<file path="src/rtl/led_arb_pkg.sv">
// Shared types and helpers for the LED bank arbiter.
//
// Contents:
//   state_t      - arbiter FSM states (IDLE, GRANT, GAP)
//   IDLE_PATTERN - MSB-only pattern shown while nobody owns the bank,
//                  stored MSB-aligned so any bank width up to
//                  MAX_LED_WIDTH can take its top slice
//   rr_pick_t    - result of a round-robin pick (index + one-hot)
//   rr_pick()    - round-robin search starting just above the pointer
package led_arb_pkg;

    localparam int MAX_REQ       = 8;
    localparam int MAX_LED_WIDTH = 32;

    typedef enum logic [1:0] {
        IDLE,
        GRANT,
        GAP
    } state_t;

    localparam logic [MAX_LED_WIDTH-1:0] IDLE_PATTERN =
        {1'b1, {(MAX_LED_WIDTH-1){1'b0}}};

    typedef struct packed {
        logic [2:0]         idx;
        logic [MAX_REQ-1:0] onehot;
    } rr_pick_t;

    // Scans ptr+1, ptr+2, ... with wrap-around at num_req. The pointer
    // position itself is checked last, so the previous owner only wins
    // again when nobody else is asking. An all-zero onehot means no request.
    function automatic rr_pick_t rr_pick(input logic [MAX_REQ-1:0] req,
                                         input logic [2:0]         ptr,
                                         input int                 num_req);
        rr_pick_t pick;
        int       idx;
        pick = '0;
        for (int k = 1; k <= MAX_REQ; k++) begin
            idx = (int'(ptr) + k) % num_req;
            if (k <= num_req && pick.onehot == '0 && req[idx]) begin
                pick.idx         = 3'(idx);
                pick.onehot[idx] = 1'b1;
            end
        end
        return pick;
    endfunction

endpackage

</file>
<file path="src/rtl/led_bank_arbiter_rr_select.sv">
// Combinational round-robin picker.
//
// Ports:
//   req    [NUM_REQ-1:0] - request vector
//   ptr    [2:0]         - index of the most recent owner
//   onehot [NUM_REQ-1:0] - one-hot selection (zero when no request)
//   idx    [2:0]         - index of the selected requester
//   valid                - at least one request is pending
module rr_select
    import led_arb_pkg::*;
#(
    parameter int NUM_REQ = 4
) (
    input  logic [NUM_REQ-1:0] req,
    input  logic [2:0]         ptr,
    output logic [NUM_REQ-1:0] onehot,
    output logic [2:0]         idx,
    output logic               valid
);

    rr_pick_t pick;

    // Requests are zero-extended to the package width; the padding bits
    // can never be selected, so the upper onehot bits stay zero.
    always_comb begin
        pick   = rr_pick(MAX_REQ'(req), ptr, NUM_REQ);
        onehot = pick.onehot[NUM_REQ-1:0];
        idx    = pick.idx;
        valid  = |pick.onehot;
    end

endmodule

</file>
<file path="src/rtl/led_bank_arbiter.sv">
// Shares one LED bank between NUM_REQ requesters with round-robin
// arbitration, a minimum and a maximum ownership time, an idle indicator
// and a one-cycle blank separator between owners.
//
// Ports:
//   clk        - system clock
//   rst        - synchronous, active-low reset
//   req        [NUM_REQ-1:0]           - held high while a requester wants the bank
//   pattern_in [NUM_REQ*LED_WIDTH-1:0] - requester i drives [i*LED_WIDTH +: LED_WIDTH]
//   gnt        [NUM_REQ-1:0]           - registered one-hot grant
//   owner      [2:0]                   - current owner, meaningful while busy
//   busy                               - bank is owned
//   LED        [LED_WIDTH-1:0]         - registered LED drive
module led_bank_arbiter
    import led_arb_pkg::*;
#(
    parameter int NUM_REQ   = 4,
    parameter int LED_WIDTH = 8,
    parameter int MIN_HOLD  = 1000,
    parameter int MAX_HOLD  = 50000000
) (
    input  logic                           clk,
    input  logic                           rst,
    input  logic [NUM_REQ-1:0]             req,
    input  logic [NUM_REQ*LED_WIDTH-1:0]   pattern_in,
    output logic [NUM_REQ-1:0]             gnt,
    output logic [2:0]                     owner,
    output logic                           busy,
    output logic [LED_WIDTH-1:0]           LED
);

    localparam int             CW       = $clog2(MAX_HOLD + 1);
    localparam logic [CW-1:0]  MIN_LAST = CW'(MIN_HOLD - 1);
    localparam logic [CW-1:0]  MAX_LAST = CW'(MAX_HOLD - 1);
    localparam logic [CW-1:0]  MAX_CNT  = CW'(MAX_HOLD);
    localparam logic [LED_WIDTH-1:0] IDLE_LED =
        IDLE_PATTERN[MAX_LED_WIDTH-1 -: LED_WIDTH];

    state_t               state, state_next;
    logic [CW-1:0]        cnt, cnt_next;
    logic [2:0]           ptr, ptr_next;
    logic [NUM_REQ-1:0]   gnt_next;
    logic [2:0]           owner_next;
    logic                 busy_next;
    logic [LED_WIDTH-1:0] led_next;

    logic [NUM_REQ-1:0]   pick_onehot;
    logic [2:0]           pick_idx;
    logic                 pick_valid;

    logic [LED_WIDTH-1:0] owner_pattern;
    logic                 owner_req;
    logic                 other_pending;
    logic                 release_now;
    logic                 preempt_now;

    rr_select #(
        .NUM_REQ (NUM_REQ)
    ) u_rr_select (
        .req    (req),
        .ptr    (ptr),
        .onehot (pick_onehot),
        .idx    (pick_idx),
        .valid  (pick_valid)
    );

    // gnt is the one-hot form of owner while granted, so masking req with
    // gnt gives the owner's request without indexing by owner.
    always_comb begin
        owner_pattern = pattern_in[int'(owner)*LED_WIDTH +: LED_WIDTH];
        owner_req     = |(req & gnt);
        other_pending = |(req & ~gnt);
        release_now   = !owner_req && (cnt >= MIN_LAST);
        // Once the counter saturates at MAX_HOLD, >= keeps preemption armed.
        preempt_now   = other_pending && (cnt >= MAX_LAST);
    end

    always_ff @(posedge clk) begin
        if (!rst) begin
            state <= IDLE;
            cnt   <= '0;
            ptr   <= 3'(NUM_REQ - 1);
            gnt   <= '0;
            owner <= '0;
            busy  <= 1'b0;
            LED   <= '0;
        end else begin
            state <= state_next;
            cnt   <= cnt_next;
            ptr   <= ptr_next;
            gnt   <= gnt_next;
            owner <= owner_next;
            busy  <= busy_next;
            LED   <= led_next;
        end
    end

    // The LED shows the idle indicator in IDLE and blanks during GAP. On
    // the grant edge it still shows the idle indicator; from then on it
    // follows the owner's pattern one cycle late.
    always_comb begin
        state_next = state;
        cnt_next   = cnt;
        ptr_next   = ptr;
        gnt_next   = gnt;
        owner_next = owner;
        busy_next  = busy;
        led_next   = LED;
        case (state)
            IDLE: begin
                gnt_next  = '0;
                busy_next = 1'b0;
                led_next  = IDLE_LED;
                if (pick_valid) begin
                    state_next = GRANT;
                    gnt_next   = pick_onehot;
                    owner_next = pick_idx;
                    busy_next  = 1'b1;
                    ptr_next   = pick_idx;
                    cnt_next   = '0;
                end
            end
            GRANT: begin
                led_next = owner_pattern;
                if (cnt != MAX_CNT) begin
                    cnt_next = cnt + 1'b1;
                end
                if (release_now || preempt_now) begin
                    state_next = GAP;
                    gnt_next   = '0;
                    busy_next  = 1'b0;
                    led_next   = '0;
                end
            end
            GAP: begin
                state_next = IDLE;
                gnt_next   = '0;
                busy_next  = 1'b0;
                led_next   = IDLE_LED;
            end
            default: begin
                state_next = IDLE;
                gnt_next   = '0;
                busy_next  = 1'b0;
                led_next   = '0;
            end
        endcase
    end

endmodule
</file>
<file path="config.mk">
export PLATFORM = sky130hd
export DESIGN_NAME = led_bank_arbiter
export DESIGN_NICKNAME = d
export VERILOG_FILES = /design/src/rtl/led_arb_pkg.sv /design/src/rtl/led_bank_arbiter_rr_select.sv /design/src/rtl/led_bank_arbiter.sv
export SDC_FILE = /design/constraint.sdc
export NUM_CORES = 1
export LEC_CHECK = 0
export ABC_AREA = 1
export CORE_ASPECT_RATIO = 1.25
export CORE_MARGIN = 10
export CORE_UTILIZATION = 30
export CTS_CLUSTER_DIAMETER = 100
export DETAILED_ROUTE_END_ITERATION = 7
export PLACE_DENSITY = 0.61
export SLEW_MARGIN = 25
export SYNTH_ARGS = -nofsm -noshare
export SYNTH_HDL_FRONTEND = slang
export SYNTH_SLANG_ARGS = --single-unit
export TNS_END_PERCENT = 20
</file>
<file path="constraint.sdc">
create_clock -name clk -period 3.7 [get_ports clk]
set_clock_uncertainty 0.05 [all_clocks]
set_input_delay 0.555 -clock clk [delete_from_list [all_inputs] [get_ports clk]]
set_output_delay 0.555 -clock clk [all_outputs]
set_load 0.02 [all_outputs]
</file>
# Word level (Yosys, flattened, before mapping)
# Cells that the tools add are included.
totals:
  reg_bits: 46
  word_cells: 104
op_classes:
  add_sub_neg: 5
  magnitude_cmp: 10
  n_eq_ne: 6
  n_shift: 1
  n_mux: 38
  bitwise: 10
  reduce_logical: 27
ops:
  columns: ["op", "count"]
  rows:
  - ["26-bit two-way mux", 2]
  - ["26-bit case mux with 2 select lines", 1]
  - ["11-bit two-way mux", 4]
  - ["32-bit by 7-bit variable part select with 8-bit output", 1]
  - ["26-bit by 1-bit adder with 26-bit output (second input constant)", 1]
  - ["26-bit by 10-bit >= comparator with 1-bit output (second input constant)", 1]
  - ["26-bit >= comparator (second input constant)", 1]
  - ["26-bit != test (second input constant)", 1]
  - ["8-bit zero test", 3]
  - ["8-bit OR", 3]
  - ["3-bit by 5-bit < comparator with 1-bit output (second input constant)", 4]
  - ["8-bit case mux with 2 select lines", 1]
  - ["1-bit two-way mux", 14]
  - ["1-bit binary-select mux with 3-bit select", 4]
  - ["1-bit demux with 3-bit select", 4]
  - ["3-bit by 1-bit >= comparator with 1-bit output (second input constant)", 4]
  - ["2-bit OR reduction", 5]
  - ["1-bit logical AND", 9]
  - ["4-bit bitwise AND", 2]
  - ["4-bit two-way mux", 2]
  - ["8-bit two-way mux", 1]
  - ["4-bit case mux with 2 select lines", 1]
  - ["4-bit OR reduction", 2]
  - ["8-bit OR reduction", 1]
  - ["other kinds (16)", 25]

# Logic depth before layout (Yosys ltp)
# Gate-level depths: netlist of the first run.
logic_depth:
  ltp_word: 20
  depth_mapped: 21
  depth_no_buf: 21

# Hierarchy
# A second synthesis of the first run with hierarchy kept.
unflattened:
  hier_cells: 570
  hier_area_um2: 3582.2
by_module_without_submodules:
  columns: ["mod", "n_inst", "cells_per_inst", "area_each_um2"]
  rows:
  - ["led_bank_arbiter", 1, 470, 2957.8]
  - ["rr_select", 1, 100, 624.3]

# Worst setup path before layout of the first run
# OpenSTA, ideal clock, no wires.
synth_path:
  kind: "register to register"
  startpoint: "reg ptr[0]"
  endpoint: "reg cnt[14]"
  setup_ps: 115
  arrival_time_ps: 2683
  setup_slack_ps: 851
  stages_incl_launch_ff: 21
  path_buffers: 2
  path_cell_list: "dfxtp_1 inv_2 ha_1 inv_1 nand3_2 nand2_4 o31ai_2 nand3_1 nand2_1 nor2_2 nand3_1 nand3_1 nor2_2 nand3_1 nand2_1 nor2_2 nand3_2 buf_6 buf_6 a21oi_1 nor2_1"
synth_via:
  elab_chain_cells: 20
  elab_cells_between_ends: 60
  classes_between: "add/sub (4); order compare (8); eq/ne (1); mux (24); bitwise (7); reduce/logical (16)"
synth_lines:
  columns: ["item", "line_no", "rtl"]
  rows:
  - ["from (decl)", "led_bank_arbiter.sv:41", "logic [2:0] ptr, ptr_next;"]
  - ["from (signal assigned)", "led_bank_arbiter.sv:82", "ptr <= 3'(NUM_REQ - 1);"]
  - ["from (signal assigned)", "led_bank_arbiter.sv:90", "ptr <= ptr_next;"]
  - ["2-bit by 1-bit adder with 2-bit output", "led_arb_pkg.sv:39", "idx = (int'(ptr) + k) % num_req;"]
  - ["2-bit OR reduction (no source line)", null, null]
  - ["1-bit bitwise AND (no source line)", null, null]
  - ["3-bit by 5-bit < comparator with 1-bit output (implied by the code) or 3-bit by 1-bit >= comparator with 1-bit output (tied branches)", "led_arb_pkg.sv:42", "pick.onehot[idx] = 1'b1;"]
  - ["1-bit logical AND (implied by the code)", "led_arb_pkg.sv:42", null]
  - ["1-bit two-way mux (implied by the code)", "led_arb_pkg.sv:42", null]
  - ["1-bit demux with 3-bit select", null, null]
  - ["11-bit two-way mux", "led_arb_pkg.sv:40", "if (k <= num_req && pick.onehot == '0 && req[idx]) begin"]
  - ["(+4 left out)", null, null]
  - ["1-bit logical AND", "led_arb_pkg.sv:40", null]
  - ["11-bit two-way mux", "led_arb_pkg.sv:40", null]
  - ["8-bit zero test", "led_arb_pkg.sv:40", null]
  - ["1-bit logical AND", "led_arb_pkg.sv:40", null]
  - ["11-bit two-way mux *", "led_arb_pkg.sv:40", null]
  - ["8-bit OR reduction *", "led_bank_arbiter_rr_select.sv:29", "valid = |pick.onehot;"]
  - ["2-bit != test (no source line) *", null, null]
  - ["3-bit AND reduction (no source line) *", null, null]
  - ["to (signal assigned)", "led_bank_arbiter.sv:89", "cnt <= cnt_next;"]
  - ["to (decl)", "led_bank_arbiter.sv:40", "logic [CW-1:0] cnt, cnt_next;"]
# Every way passes the cells marked *; elsewhere a longest branch is shown, timed or not. The select of a mux whose other input is x is not followed.
# A chain may end at the register's enable or synchronous reset.

# Worst setup path after layout of the first run
layout_path:
  startpoint: "reg ptr[1]"
  endpoint: "reg cnt[19]"
# Same word-level chain as after synthesis.

==> impl_metrics.env, run 1 <==
export IMPL_status="finished, final reports clean"
export IMPL_p_sw_w=0.00185
export IMPL_grt_pass1_wl_um=15400
export IMPL_ys_ff_latch=45
export IMPL_reg2reg_slack_ns=0.50
export IMPL_dieWidth_um=113
export IMPL_critPathMaxStageDelay_ns=0.40
export IMPL_met1_usage=0.124
export IMPL_clk_path_buf_depth=2
export IMPL_endpoint_kind="register"
export IMPL_maxSlewHeadroom=0.558
export IMPL_ys_top_cells_by_area="dfxtp_1 28%, nand2_1 13%, nor2_1 9.5%, nand3_1 8.0%, a21oi_1 6.6%"
export IMPL_area_growth_pct=24.7
export IMPL_drv_slew=0
export IMPL_power_density_nw_per_um2=915
export IMPL_cts_tree="built"
export IMPL_nets=618
export IMPL_wire_per_inst_um=13.1
export IMPL_crit_required_ns=3.84
export IMPL_place_port_buffers=52
export IMPL_cts_sinks=45
export IMPL_via_per_inst=4.95
export IMPL_root_buffer="clkbuf_16"
export IMPL_syn_num_nets=572
export IMPL_yosys_cell_types_count=38
export IMPL_yosysWarningCount=0
export IMPL_worst_pin_slew_ns=0.662
export IMPL_critPathMaxFanout=20
export IMPL_synth_edf_count=0
export IMPL_firstDrtPassIters=6
export IMPL_core_area_um2=10600
export IMPL_first_iter_violations=312
export IMPL_leakagePower_nw=1.77
export IMPL_hold_viol=0
export IMPL_avgSynthCellArea_um2=6.19
export IMPL_fin_crit_sh=0.866
export IMPL_drc_errors=0
export IMPL_period_minus_slack_ns=3.20
export IMPL_ir_drop_v=0.000275
export IMPL_swShare=0.501
export IMPL_insertedDiodeCount=0
export IMPL_yosys_area_top_type="dfxtp_1"
export IMPL_n_fill_cell=1098
export IMPL_drv_cap=0
export IMPL_place_congestion=0.931
export IMPL_start_kind="register"
export IMPL_comb_power_share=0.641
export IMPL_p_clk_frac=0.144
export IMPL_hold_buffers=0
export IMPL_arrival_ns=3.34
export IMPL_setup_viol=0
export IMPL_synthArstFlopShare=0
export IMPL_rows=42
export IMPL_slowest_stage="ha_1"
export IMPL_synth_flop_cell="dfxtp_1"
export IMPL_r2r_start="ptr[1]"
export IMPL_antenna_found_initial=0
export IMPL_hold_class="reg2reg"
export IMPL_post_cts_buffers=0
export IMPL_fin_tns_setup_ns=0
export IMPL_vias=3482
export IMPL_die_h_um=136
export IMPL_grt_max_degree=31
export IMPL_use_met2=0.229
export IMPL_dp_hpwl_um=7200
export IMPL_numCtsBuffers=5
export IMPL_synth_cell_area_um2=3240
export IMPL_track_usage=0.119
export IMPL_r2r_worst_path_cells=20
export IMPL_clk_pin_slew_worst_paths_ns=0.07
export IMPL_rsz0062_at_grt="no"
export IMPL_die_area_um2=15400
export IMPL_ys_seq_area_frac=0.278
export IMPL_cts_resized=0
export IMPL_grtUsageMet3=0.0243
export IMPL_grt_busiest_layer="met2"
export IMPL_critPathKind="reg2reg"
export IMPL_netlist_area_leader_share=0.278
export IMPL_start_util=0.307
export IMPL_reg2reg_to="cnt[19]"
export IMPL_power_total_w=0.00370
export IMPL_max_freq_mhz=312
export IMPL_critical_path_startpoint="ptr[1]"
export IMPL_ios=54
export IMPL_crit_chain="inv_1 -> ha_1 -> inv_1 -> nand3_2 -> nand2_4 -> a21oi_2 -> nand3_1 -> nand2_1 -> nor2_2 -> nand3_1 -> nand2_1 -> nor2_2 -> nand3_1 -> nand2_1 -> nor2_2 -> nand3_2 -> buf_4 -> nand3_1 -> nand2_1 -> nor2_1"
export IMPL_critPathCapture="cnt[19]"
export IMPL_drive_gt1_frac=0.0771
export IMPL_p_int_w=0.00184
export IMPL_gr_total_overflow=0
export IMPL_ant_nets=0
export IMPL_pwr_share_seq=0.215
export IMPL_grt_pass1_vias=3318
export IMPL_htree_num_levels=2
export IMPL_insertion_delay_ns=0.29
export IMPL_synth_cells=524
export IMPL_routed_wirelength_um=9220
## state kept, by name (all words and copies together) (netlist names)
signal  count
gnt         4
LED         8
busy        1
cnt        26
owner       2
ptr         2
state       2
## through the flow
step | area [um2] | instances | hold WS, ns | setup slack (ns) | util
3_3_place_gp | 3870 | 695 | 0.411 | 0.391 | 0.366
2_1_floorplan | 3240 | 524 | 0.384 | 0.851 | -
3_5_place_dp | 3870 | 695 | 0.407 | 0.240 | 0.366
5_1_grt | 4040 | 703 | 0.449 | 0.0735 | 0.383
4_1_cts | 4040 | 703 | 0.416 | 0.493 | 0.383
6_report | 4040 | 703 | 0.416 | 0.497 | 0.383
## cells in the final DEF (no fill, tap or decap), types with 2 or more instances in the layout
| cell | count |
|---|---|
| a21oi_1 | 43 |
| o21ai_0 | 27 |
| nand4_1 | 5 |
| ha_1 | 10 |
| nand3_2 | 13 |
| o221ai_1 | 2 |
| buf_4 | 9 |
| inv_6 | 2 |
| o311ai_0 | 3 |
| a31oi_1 | 2 |
| o211ai_1 | 3 |
| nand3_1 | 52 |
| nor3_1 | 9 |
| dfxtp_1 | 45 |
| a22oi_1 | 2 |
| nor2_2 | 6 |
| clkdlybuf4s50_1 | 52 |
| or2_2 | 3 |
| nand3b_1 | 3 |
| inv_1 | 56 |
| nor4_1 | 6 |
| nand2_1 | 113 |
| clkbuf_16 | 5 |
| nor2_1 | 82 |
| o22ai_1 | 5 |
| a211oi_1 | 2 |
## power by group through the flow
stage                     clock (W)  sequential (W)  combinational (W)
after global routing       0.000563        0.000814            0.00272
final                      0.000532        0.000793            0.00237
after CTS                  0.000545        0.000791            0.00238
after detailed placement          0        0.000801            0.00237
after global placement            0        0.000796            0.00232
after floorplan                   0        0.000809            0.00191
## how the worst min path moves through the flow
stage	startpoint	end	slack (ns)	depth (start not counted)
6_report	state[0]	LED[7]	0.42	1
4_1_cts	state[0]	LED[7]	0.42	1
3_5_place_dp	state[0]	LED[7]	0.41	1
3_3_place_gp	state[0]	LED[7]	0.41	1
2_1_floorplan	state[0]	LED[7]	0.38	1
5_1_grt	state[0]	LED[7]	0.45	1
## worst max-delay path: cells and delay by family (launching register included)
| family | cells | cell delay, ns |
|---|---|---|
| AO/OA/AOI/OAI | 1 | 0.23 |
| adder cells (fa/ha/maj) | 1 | 0.40 |
| buffers and inverters | 3 | 0.52 |
| flip-flops | 1 | 0.33 |
| AND/OR/NAND/NOR | 15 | 1.54 |
## final cells by class
type	count	area [um2]	area share
Multi-Input combinational cell	399	2000	0.494
Sequential cell	45	901	0.223
Timing Repair Buffer	61	588	0.145
Inverter	58	218	0.0539
Tap cell	132	165	0.0409
Clock buffer	5	125	0.0310
Clock inverter	3	47.5	0.0118
## layer usage
layer  vias to the layer above  wire (um)
li1                       1816          -
met1                      1604       3810
met2                        48       4960
met3                        14        289
met4                         0        160
met5                         -          0
## synthesized netlist by cell type (all sizes together), types with 2 or more instances
cell,number
nand2,115
nor2,88
nand3,65
inv,57
dfxtp,45
a21oi,44
o21ai,27
buf,11
clkbuf,11
ha,10
nor3,9
nor4,6
nand4,5
o22ai,5
nand3b,3
o211ai,3
o311ai,3
or2,3
a211oi,2
a22oi,2
a31oi,2
o221ai,2
## kinds of logic after synthesis
kind of cell / share of synthesized area
other: 0.00116
AO/OA/AOI/OAI: 0.166
AND/OR/NAND/NOR: 0.411
flip-flops: 0.278
buffers and inverters: 0.106
adder cells (fa/ha/maj): 0.0386
No activity file was read; power rests on OpenSTA's default activity.
==> inputs of run 2 (changes only) <==
CORE_MARGIN = 3   (was 10)
HOLD_SLACK_MARGIN = 0.08   (was unset)
==> impl_metrics.env, run 2 (synthesized netlist as in run 1, its figures left out) <==
export IMPL_status="finished, final reports clean"
export IMPL_wire_per_inst_um=12.9
export IMPL_hold_viol=0
export IMPL_track_usage=0.151
export IMPL_numCtsBuffers=5
export IMPL_arrival_ns=3.19
export IMPL_insertedDiodeCount=0
export IMPL_fin_tns_setup_ns=0
export IMPL_vias=3536
export IMPL_antenna_found_initial=0
export IMPL_critPathMaxFanout=47
export IMPL_drv_slew=0
export IMPL_layoutNonFillerInstCount=698
export IMPL_grt_pass1_wl_um=15100
export IMPL_pwr_share_seq=0.218
export IMPL_largest_register="cnt"
export IMPL_r2r_worst_path_cells=20
export IMPL_leakagePower_nw=1.75
export IMPL_cts_resized=0
export IMPL_cts_tree="built"
export IMPL_first_iter_violations=206
export IMPL_hold_class="reg2reg"
export IMPL_critPathKind="reg2reg"
export IMPL_setup_viol=0
export IMPL_grt_pass1_vias=3361
export IMPL_worst_pin_slew_ns=0.647
export IMPL_comb_power_share=0.664
export IMPL_place_inst=691
export IMPL_n_fill_cell=1072
export IMPL_hp_start="state[0]"
export IMPL_hold_end="LED[7]"
export IMPL_firstDrtPassIters=4
export IMPL_endpoint_kind="register"
export IMPL_die_h_um=122
export IMPL_gr_total_overflow=0
export IMPL_clk_pin_slew_worst_paths_ns=0.06
export IMPL_area_growth_pct=23.7
export IMPL_final_cell_mix="113 x nand2_1, 82 x nor2_1, 56 x inv_1, 52 x nand3_1, 52 x clkdlybuf4s50_1"
export IMPL_largest_register_ff_count=26
export IMPL_p_sw_w=0.00183
export IMPL_ios=54
export IMPL_place_port_buffers=52
export IMPL_insertion_delay_ns=0.29
export IMPL_drv_cap=0
export IMPL_reg2reg_to="cnt[24]"
export IMPL_timing_hold_ws_ns=0.416
export IMPL_core_area_um2=10300
export IMPL_rsz0062_at_grt="no"
export IMPL_routed_wirelength_um=9000
export IMPL_crit_required_ns=3.83
export IMPL_whs_path_depth=1
export IMPL_dp_hpwl_um=6740
export IMPL_dieWidth_um=99.0
export IMPL_swShare=0.506
export IMPL_reg2reg_slack_ns=0.64
export IMPL_post_cts_buffers=0
export IMPL_hold_buffers=0
export IMPL_start_util=0.314
export IMPL_period_minus_slack_ns=3.06
export IMPL_die_area_um2=12100
export IMPL_place_congestion=0.922
export IMPL_ant_nets=0
export IMPL_drc_errors=0
export IMPL_max_freq_mhz=327
export IMPL_mostFrequentLayoutCell="nand2_1"
export IMPL_cts_sinks=45
export IMPL_power_total_w=0.00362
export IMPL_maxSlewHeadroom=0.568
export IMPL_root_buffer="clkbuf_16"
export IMPL_via_per_inst=5.07
export IMPL_rows=41
export IMPL_htree_num_levels=2
export IMPL_start_kind="register"
export IMPL_ir_drop_v=0.000640
export IMPL_nets=617
export IMPL_fin_crit_sh=0.827
export IMPL_grt_max_degree=48
export IMPL_r2r_start="ptr[1]"
export IMPL_reg_largest_list="cnt x26, LED x8, gnt x4"
export IMPL_drive_gt1_frac=0.0721
export IMPL_p_int_w=0.00179
export IMPL_power_density_nw_per_um2=904
export IMPL_clk_path_buf_depth=2
export IMPL_p_clk_frac=0.118
-- run 2: cell count changes in the layout (fill, tap and decap cells not counted) --
cell / before / now
clkinv_4: 0 / 1
clkbuf_1: 0 / 1
buf_4: 9 / 7
bufinv_16: 1 / 0
buf_12: 0 / 1
inv_6: 2 / 0
-- run 2: critical path, cell delays in order, from the launching register on --
cell,delay (ns)
dfxtp_1,0.33
inv_1,0.14
ha_1,0.40
inv_1,0.10
nand3_2,0.10
nand2_4,0.07
a21oi_2,0.23
nand3_1,0.14
nand3_1,0.12
nor2_2,0.06
nand3_1,0.09
nand3_1,0.09
nor2_2,0.18
nand3_1,0.09
nand2_1,0.11
nor2_2,0.05
nand3_2,0.09
buf_12,0.22
nand2_1,0.13
nor2_1,0.10
nor2_1,0.05
-- run 2: worst max path at each step --
stage	from	to	slack (ns)
3_5_place_dp	req[0]	cnt[7]	0.45
6_report	ptr[1]	cnt[24]	0.64
5_1_grt	ptr[1]	cnt[24]	0.39
4_1_cts	ptr[1]	cnt[24]	0.65
2_1_floorplan	ptr[0]	cnt[14]	0.85
3_3_place_gp	req[0]	cnt[2]	0.54
-- run 2: layout make-up --
| type | instances | area [um2] | area share |
|---|---|---|---|
| Sequential cell | 45 | 901 | 0.225 |
| Timing Repair Buffer | 60 | 593 | 0.148 |
| Inverter | 58 | 218 | 0.0543 |
| Clock buffer | 6 | 129 | 0.0321 |
| Tap cell | 129 | 161 | 0.0403 |
| Clock inverter | 1 | 8.76 | 0.00218 |
| Multi-Input combinational cell | 399 | 2000 | 0.498 |
-- run 2: power groups by stage --
| stage | logic (W) | clock network, W | registers, W |
|---|---|---|---|
| global placement | 0.00236 | 0 | 0.000797 |
| CTS | 0.00241 | 0.000449 | 0.000789 |
| floorplan | 0.00191 | 0 | 0.000809 |
| finish | 0.00241 | 0.000429 | 0.000789 |
| detailed placement | 0.00240 | 0 | 0.000798 |
| global route | 0.00272 | 0.000470 | 0.000816 |
-- run 2: per-layer routing --
metal | GRT usage | up-vias | wire length, um
met5 | 0 | - | 0
met4 | 0.0666 | 0 | 187
met3 | 0.0296 | 15 | 278
met2 | 0.277 | 64 | 4760
met1 | 0.169 | 1640 | 3770
li1 | - | 1817 | -
-- run 2: through the flow --
stage / util / area [um2] / setup slack [ns]
floorplan: - / 3240 / 0.851
global placement: 0.375 / 3870 / 0.544
detailed placement: 0.375 / 3870 / 0.453
CTS: 0.389 / 4010 / 0.652
global route: 0.389 / 4010 / 0.392
finish: 0.389 / 4010 / 0.640
